==> src/rtl/demux_pkg.sv <==
// Shared definitions for the 1-to-2 stream demultiplexer: default widths,
// the per-output slot state encoding and the routing select encoding.
package demux_pkg;

    localparam int DEMUX_DATA_W = 8;
    localparam int DEMUX_CNT_W  = 16;

    // Holding slot state: EMPTY has no beat, FULL presents a beat downstream.
    typedef enum logic [0:0] {
        EMPTY = 1'b0,
        FULL  = 1'b1
    } slot_state_e;

    // in_sel encoding.
    localparam logic SEL_Y0 = 1'b0;
    localparam logic SEL_Y1 = 1'b1;

endpackage

==> src/rtl/demux_out_slot.sv <==
// One-entry valid/ready holding register feeding one demux output.
//
// Handshake: a beat transfers on a rising edge where out_valid && out_ready.
// out_data is stable while out_valid && !out_ready. can_load says whether a
// load this cycle can be absorbed (slot empty, or being drained this edge),
// so a full slot with a ready consumer still takes one beat per cycle.
module demux_out_slot
    import demux_pkg::*;
#(
    parameter int DATA_W = DEMUX_DATA_W
) (
    input  logic              clk,
    input  logic              rst,
    input  logic              load,
    input  logic [DATA_W-1:0] load_data,
    output logic              out_valid,
    input  logic              out_ready,
    output logic [DATA_W-1:0] out_data,
    output logic              can_load
);

    slot_state_e state;

    // Slot FSM and payload register; a load while draining overwrites in place.
    always_ff @(posedge clk) begin
        if (rst) begin
            state    <= EMPTY;
            out_data <= '0;
        end else if (load) begin
            state    <= FULL;
            out_data <= load_data;
        end else if (out_ready) begin
            state    <= EMPTY;
        end
    end

    assign out_valid = (state == FULL);
    assign can_load  = (state == EMPTY) || out_ready;

endmodule

==> src/rtl/demux_1to2_stream.sv <==
// Registered 1-to-2 stream demultiplexer. Each input beat is routed by in_sel
// (sampled with the beat) into one of two independent holding slots, so a
// stalled consumer never blocks traffic headed to the other one.
//
// Optional build macro DEMUX_CNT_EN adds cnt0/cnt1: wrapping counts of beats
// delivered on y0/y1, cleared only by rst.
module demux_1to2_stream
    import demux_pkg::*;
#(
    parameter int DATA_W = DEMUX_DATA_W,
    parameter int CNT_W  = DEMUX_CNT_W
) (
    input  logic              clk,
    input  logic              rst,
    input  logic              in_valid,
    output logic              in_ready,
    input  logic [DATA_W-1:0] in_data,
    input  logic              in_sel,
    output logic              y0_valid,
    input  logic              y0_ready,
    output logic [DATA_W-1:0] y0_data,
    output logic              y1_valid,
    input  logic              y1_ready,
    output logic [DATA_W-1:0] y1_data
`ifdef DEMUX_CNT_EN
    ,
    output logic [CNT_W-1:0]  cnt0,
    output logic [CNT_W-1:0]  cnt1
`endif
);

    logic can_load0;
    logic can_load1;
    logic accept;
    logic load0;
    logic load1;

    // in_ready looks only at the selected slot, never at in_valid.
    assign in_ready = !rst && ((in_sel == SEL_Y1) ? can_load1 : can_load0);
    assign accept   = in_valid && in_ready;
    assign load0    = accept && (in_sel == SEL_Y0);
    assign load1    = accept && (in_sel == SEL_Y1);

    demux_out_slot #(.DATA_W(DATA_W)) u_slot0 (
        .clk       (clk),
        .rst       (rst),
        .load      (load0),
        .load_data (in_data),
        .out_valid (y0_valid),
        .out_ready (y0_ready),
        .out_data  (y0_data),
        .can_load  (can_load0)
    );

    demux_out_slot #(.DATA_W(DATA_W)) u_slot1 (
        .clk       (clk),
        .rst       (rst),
        .load      (load1),
        .load_data (in_data),
        .out_valid (y1_valid),
        .out_ready (y1_ready),
        .out_data  (y1_data),
        .can_load  (can_load1)
    );

`ifdef DEMUX_CNT_EN
    // Delivered-beat counters, free-running modulo 2^CNT_W.
    always_ff @(posedge clk) begin
        if (rst) begin
            cnt0 <= '0;
            cnt1 <= '0;
        end else begin
            if (y0_valid && y0_ready) cnt0 <= cnt0 + 1'b1;
            if (y1_valid && y1_ready) cnt1 <= cnt1 + 1'b1;
        end
    end
`endif

endmodule

==> config.mk <==
export PLATFORM = sky130hd
export DESIGN_NAME = demux_1to2_stream
export DESIGN_NICKNAME = d
export VERILOG_FILES = /design/src/rtl/demux_pkg.sv /design/src/rtl/demux_out_slot.sv /design/src/rtl/demux_1to2_stream.sv
export SDC_FILE = /design/constraint.sdc
export NUM_CORES = 1
export LEC_CHECK = 0
export CAP_MARGIN = 20
export CORE_MARGIN = 4
export CORE_UTILIZATION = 35
export DETAILED_ROUTE_END_ITERATION = 16
export PLACE_DENSITY = 0.72
export SLEW_MARGIN = 15
export SYNTH_ARGS = -nofsm -noshare
export SYNTH_HDL_FRONTEND = slang
export SYNTH_HIERARCHICAL = 1
export SYNTH_SLANG_ARGS = --single-unit
export TNS_END_PERCENT = 50
==> constraint.sdc <==
create_clock -name clk -period 1 [get_ports clk]
set_input_delay 0.2 -clock clk [delete_from_list [all_inputs] [get_ports clk]]
set_output_delay 0.2 -clock clk [all_outputs]
set_load 0.005 [all_outputs]
After elaboration in Yosys (flattened, before gate mapping)
Index checks and enable logic that the tools add are counted.
Widths: inputs -> output; s select.
{"block": "op_classes", "addsub": 0, "multipliers": 0, "div_mod_pow": 0, "order_cmp": 0, "eq_ne": 0, "n_shift": 0, "muxes": 5, "bitwise": 3, "reduce_logical": 9}
{"cell": "$mux 1", "count": 5}
{"cell": "$logic_and 1x1->1", "count": 4}
{"cell": "$reduce_bool 2->1", "count": 2}
{"cell": "$not 1->1", "count": 3}
{"cell": "$logic_or 1x1->1", "count": 2}
{"cell": "$logic_not 1->1", "count": 1}
{"block": "word_totals", "ff_bits": 18, "latchBits": 0, "ram_bits": 0, "rom_bits": 0, "input_bits": 14, "out_inout_bits": 19, "elab_cells": 21, "n_memories": 0}

Longest topological paths before layout
{"block": "depth", "ltp_word": 7, "ltp_mapped": 6, "ltp_nobuf": 5}

Cells and area by module
The synthesis kept the hierarchy.
{"mod": "demux_out_slot", "instances": 2, "cells_each": 30, "area_per_inst_um2": 321.6, "seq_area_each_um2": 180.2}
{"mod": "demux_1to2_stream", "instances": 1, "cells_each": 6, "area_per_inst_um2": 47.5, "seq_area_each_um2": 0.0}

Least setup slack after synthesis
OpenSTA, ideal clock, no wires.
{"block": "synth_timing", "path_kind": "register to register", "from": "reg u_slot0.state, in the netlist u_slot0/out_valid", "to": "reg u_slot0.out_data[0]", "setup_ns": 0.117, "arrival_ns": 0.980, "t_required_ns": 0.883, "setup_slack_ns": -0.097, "stages_incl_launch_ff": 7, "n_path_buf": 1, "period_less_slack_ns": 1.097, "cell_sequence": "dfxtp_1 nand2b_1 nand2b_4 nor2_1 buf_6 mux2i_1 nor2_1"}
{"block": "synth_via", "elab_chain_cells": 6}
{"element": "from (decl)", "line_no": "demux_out_slot.sv:22", "text": "slot_state_e state;"}
{"element": "from (signal assigned)", "line_no": "demux_out_slot.sv:27", "text": "state <= EMPTY;"}
{"element": "from (signal assigned)", "line_no": "demux_out_slot.sv:30", "text": "state <= FULL;"}
{"element": "from (signal assigned)", "line_no": "demux_out_slot.sv:33", "text": "state <= EMPTY;"}
{"element": "$not 1->1", "line_no": "demux_out_slot.sv:38", "text": "assign can_load = (state == EMPTY) || out_ready;"}
{"element": "$logic_or 1x1->1", "line_no": "demux_out_slot.sv:38"}
{"element": "via can_load0", "line_no": "demux_1to2_stream.sv:32", "text": "logic can_load0;"}
{"element": "$mux 1", "line_no": "demux_1to2_stream.sv:39", "text": "assign in_ready = !rst && ((in_sel == SEL_Y1) ? can_load1 : can_load0);"}
{"element": "$logic_and 1x1->1", "line_no": "demux_1to2_stream.sv:39"}
{"element": "$logic_and 1x1->1", "line_no": "demux_1to2_stream.sv:40", "text": "assign accept = in_valid && in_ready;"}
{"element": "$logic_and 1x1->1", "line_no": "demux_1to2_stream.sv:41", "text": "assign load0 = accept && (in_sel == SEL_Y0);"}
{"element": "via load0", "line_no": "demux_1to2_stream.sv:35", "text": "logic load0;"}
{"element": "to (signal assigned)", "line_no": "demux_out_slot.sv:31", "text": "out_data <= load_data;"}
{"element": "to (decl)", "line_no": "demux_out_slot.sv:18", "text": "output logic [DATA_W-1:0] out_data,"}
The timed path passes the listed nets, and every way through them passes these cells.
A chain may end at the register's enable or synchronous reset.

Worst setup path after layout
{"block": "layout_timing", "from": "reg u_slot0.state, in the netlist u_slot0/out_valid", "to": "out in_ready"}
{"block": "layout_via", "elab_chain_cells": 4}
{"element": "$not 1->1", "line_no": "demux_out_slot.sv:38"}
{"element": "$logic_or 1x1->1", "line_no": "demux_out_slot.sv:38"}
{"element": "via can_load0", "line_no": "demux_1to2_stream.sv:32"}
{"element": "$mux 1", "line_no": "demux_1to2_stream.sv:39"}
{"element": "$logic_and 1x1->1", "line_no": "demux_1to2_stream.sv:39"}
{"element": "to (decl)", "line_no": "demux_1to2_stream.sv:16", "text": "output logic in_ready,"}
The timed path passes the listed nets, and every way through them passes these cells.

==> implementation parameters <==
Parameter                              Value

Run status
  Result of the run ... complete, but fails checks
  Violations in the final reports ... setup timing

STA
  Final-report setup violation count ... 20
  Max-slew headroom at the worst pin ... 0.876
  Setup repair after global routing missed its margin ... true
  Endpoints failing hold ... 0
  Crit share post-route ... 1.29
  Peak Freq ... 773 MHz
  Worst clock skew ... between 0.004 and 0.005 ns
  Max-slew violation count ... 0
  Clock period minus worst slack ... 1.29 ns
  Slew at the pin closest to its max-slew limit ... approximately 0.19 ns
  Setup TNS ... -4.36 ns
  Least setup slack across all paths after layout ... -0.294 ns

Placed design
  Number of port buffers ... 32
  Count of placed standard cells including taps ... about 130
  Placement-stage worst setup slack ... -0.697 ns
  Detail Placement HPWL ... 1180 um
  Final weighted congestion in routability-driven placement ... between 0.6 and 0.7

Floorplanning
  Effective utilization at floorplan ... 0.383
  Number of rows created at floorplan ... 15
  # IOs ... 33
  Die width ... between 50 and 60 um
  Die height ... roughly 52 um
  Placeable Area ... between 1500 and 2000 um^2
  Area of the die ... between 2000 and 3000 um^2

Routing
  First-pass iteration count of the detailed router ... 3
  WL/cell ... around 14 um
  DRC violation count after routing ... 0
  DRT iter0 DRCs ... 3
  Via density per instance ... around 4.5
  Via count ... between 500 and 600
  Routed met1 length ... 720 um
  Top routing layer in use ... met4
  Final wirelength ... around 1800 um
  Met2 Routed Length ... 923 um
  Detail Route met3 WL ... between 100 and 150 um
  Count of antenna-violating nets left after detailed routing ... 0

Clock tree
  Clock H-tree levels ... 1
  Longest Clk Path Bufs ... 2
  Total number of clock tree sinks ... 18
  Hold bufs inserted after CTS ... 0
  Worst skew pair latency ... about 0.29 ns
  CTS Root Buffer Type ... clkbuf_4
  Clock slew at the register clock pins of the worst setup and hold paths ... around 0.09 ns
  TritonCTS clock tree ... built
  Cts bufs inserted ... 3

Setup path
  Most common cell type on the critical path ... nand2b_4
  Slowest stage cell on the critical path ... dfxtp_2
  Critical path start-end classification ... reg2out
  Depth of the critical timing path with buffers and inverters included ... 5
  Required time at the endpoint of the critical path ... around 0.8 ns
  Critical Path Source Type ... flop
  Crit path capture type ... primary output
  Highest cell delay on the worst timing path ... about 0.34 ns
  Number of buffers and inverters on the critical path ... 2
  Cells traversed along the worst timing path ... buf_6 -> nand2b_4 -> nand2b_4 -> a21oi_2 -> buf_2
  Category of cells accounting for the largest share of critical-path delay ... flip-flops
  Largest driver fanout on the critical path ... 2
  Length in cells of the worst reg-to-reg path ... 8
  Arrival time at the worst endpoint ... 1.09 ns

Yosys
  Distinct cell type count of the synthesized netlist ... 11
  Share of the synthesized area in compound gates (AO/OA/AOI/OAI) ... 0.0272
  Synthesized-area fraction occupied by and/or/nand/nor cells ... 0.161
  Synth Area in Adders ... 0
  Mapped cell area ... between 600 and 700 um^2
  Warning count from the yosys run ... 6
  Multiplexer share of the synthesized area ... 0.232
  Post-Synth XOR/XNOR Area ... 0
  #FFs+latches synth ... 18
  Number of nets produced by synthesis ... 80
  Sequential area share after synthesis ... 0.522
  Main combinational cell family by area after synthesis ... multiplexers
  Syn avg cell area ... about 10 um^2
  Cell count after synthesis ... 66

Worst hold path
  Cell depth of the worst hold path ... 3
  Min-delay worst type ... in2reg

Finish
  Post-layout util ... 0.618
  Leading cell types in the layout, fill and taps excluded ... buf_2, dfxtp_2, nor2_1
  Total inserted antenna cells ... 0
  Final instance count without filler cells ... around 130
  Layout fillers ... about 170
  Net count, final ... ~120
  Fraction of layout cells with a size suffix above 1 ... 0.547
  Relative area change from synthesis to final layout ... 61.2%

Power and ir drop
  Leakage dissipation ... 0.509 nW
  Design Power ... roughly 1.4 mW
  Pwr dens ... 1280 nW/um^2
  IR Drop Worst-Case VDD ... between 0.8 and 0.9 mV

Run
  Max-Cap Viols ... 0

Global route
  Via count of the first global-routing pass ... ~630
  Global-route wire length before repair ... approximately 2900 um
  Initial antenna violation count ... 0
  Pin count of the biggest net entering global routing ... 19
  GRT Total Usage ... 0.142
  Total grt overflow ... 0
## kinds of logic after synthesis
group | Yosys count
buffers and inverters | 6
and+or+nand+nor | 23
DFF | 18
AOI/OAI and AO/OA | 3
muxes | 16
## layout make-up
type                    count  area (um^2)  share of cell area
inverters                   2         7.51             0.00674
clock buffers               4         36.3              0.0326
repair buffers             40          320               0.288
multi-input cells          42          335               0.301
flip-flops and latches     18          383               0.344
well taps                  25         31.3              0.0281
## registers in the layout, indices dropped and copies added (netlist names)
register	flops
u_slot1/out_valid	1
u_slot0/out_data	8
u_slot1/out_data	8
u_slot0/out_valid	1
## power breakdown
part,internal (mW),leakage (nW),switching (mW)
clock,0.222,0.0210,0.218
sequential,0.746,0.155,0.0131
combinational,0.134,0.333,0.0905
## final timing paths
path,end,slack (ns),start
setup reg to reg,u_slot0/out_data[6]$_SDFFE_PP0P_,-0.29,u_slot0/out_valid$_SDFFE_PP0P_
hold reg to reg,u_slot1/out_data[2]$_SDFFE_PP0P_,0.49,u_slot1/out_data[2]$_SDFFE_PP0P_
setup / recovery,in_ready,-0.29,u_slot0/out_valid$_SDFFE_PP0P_
hold / removal,u_slot1/out_valid$_SDFFE_PP0P_,0.26,y1_ready
## tightest hold or removal path: cells and delay by family
| family | cells | cell delay (ns) |
|---|---|---|
| simple gates | 1 | 0.14 |
| buf+inv | 1 | 0.08 |
| compound gates | 1 | 0.08 |
## per-layer routing
layer / global-route usage / vias to the layer above
met5: 0 / -
met1: 0.152 / 272
met4: 0.0128 / 0
met2: 0.271 / 21
met3: 0.0513 / 2
li1: - / 294
## synth_stat cells
master | instances | area share
dfxtp_1 | 18 | 0.52
nand2b_4 | 2 | 0.040
nand2b_1 | 2 | 0.018
clkbuf_2 | 2 | 0.014
nand2_1 | 1 | 0.0054
nor2_1 | 18 | 0.098
inv_1 | 2 | 0.011
buf_6 | 2 | 0.033
mux2i_1 | 16 | 0.23
a21oi_1 | 2 | 0.014
a21oi_2 | 1 | 0.013
## stage by stage
stage | instance area (um^2) | hold WS (ns)
2_1_floorplan | 702 | 0.347
3_3_place_gp | 1070 | 0.476
3_5_place_dp | 1070 | 0.483
4_1_cts | 1080 | 0.494
5_1_grt | 1110 | 0.248
6_report | 1110 | 0.258
## what timing repair did
| item | CTS | global route |
|---|---|---|
| setup endpoints to repair | 37 | 21 |
| gates cloned | 0 | 0 |
| gates resized for setup | 97 | 10 |
| buffers inserted | 1 | 0 |
| pin swaps | 2 | 6 |
Power figures use the tool's default switching activity.
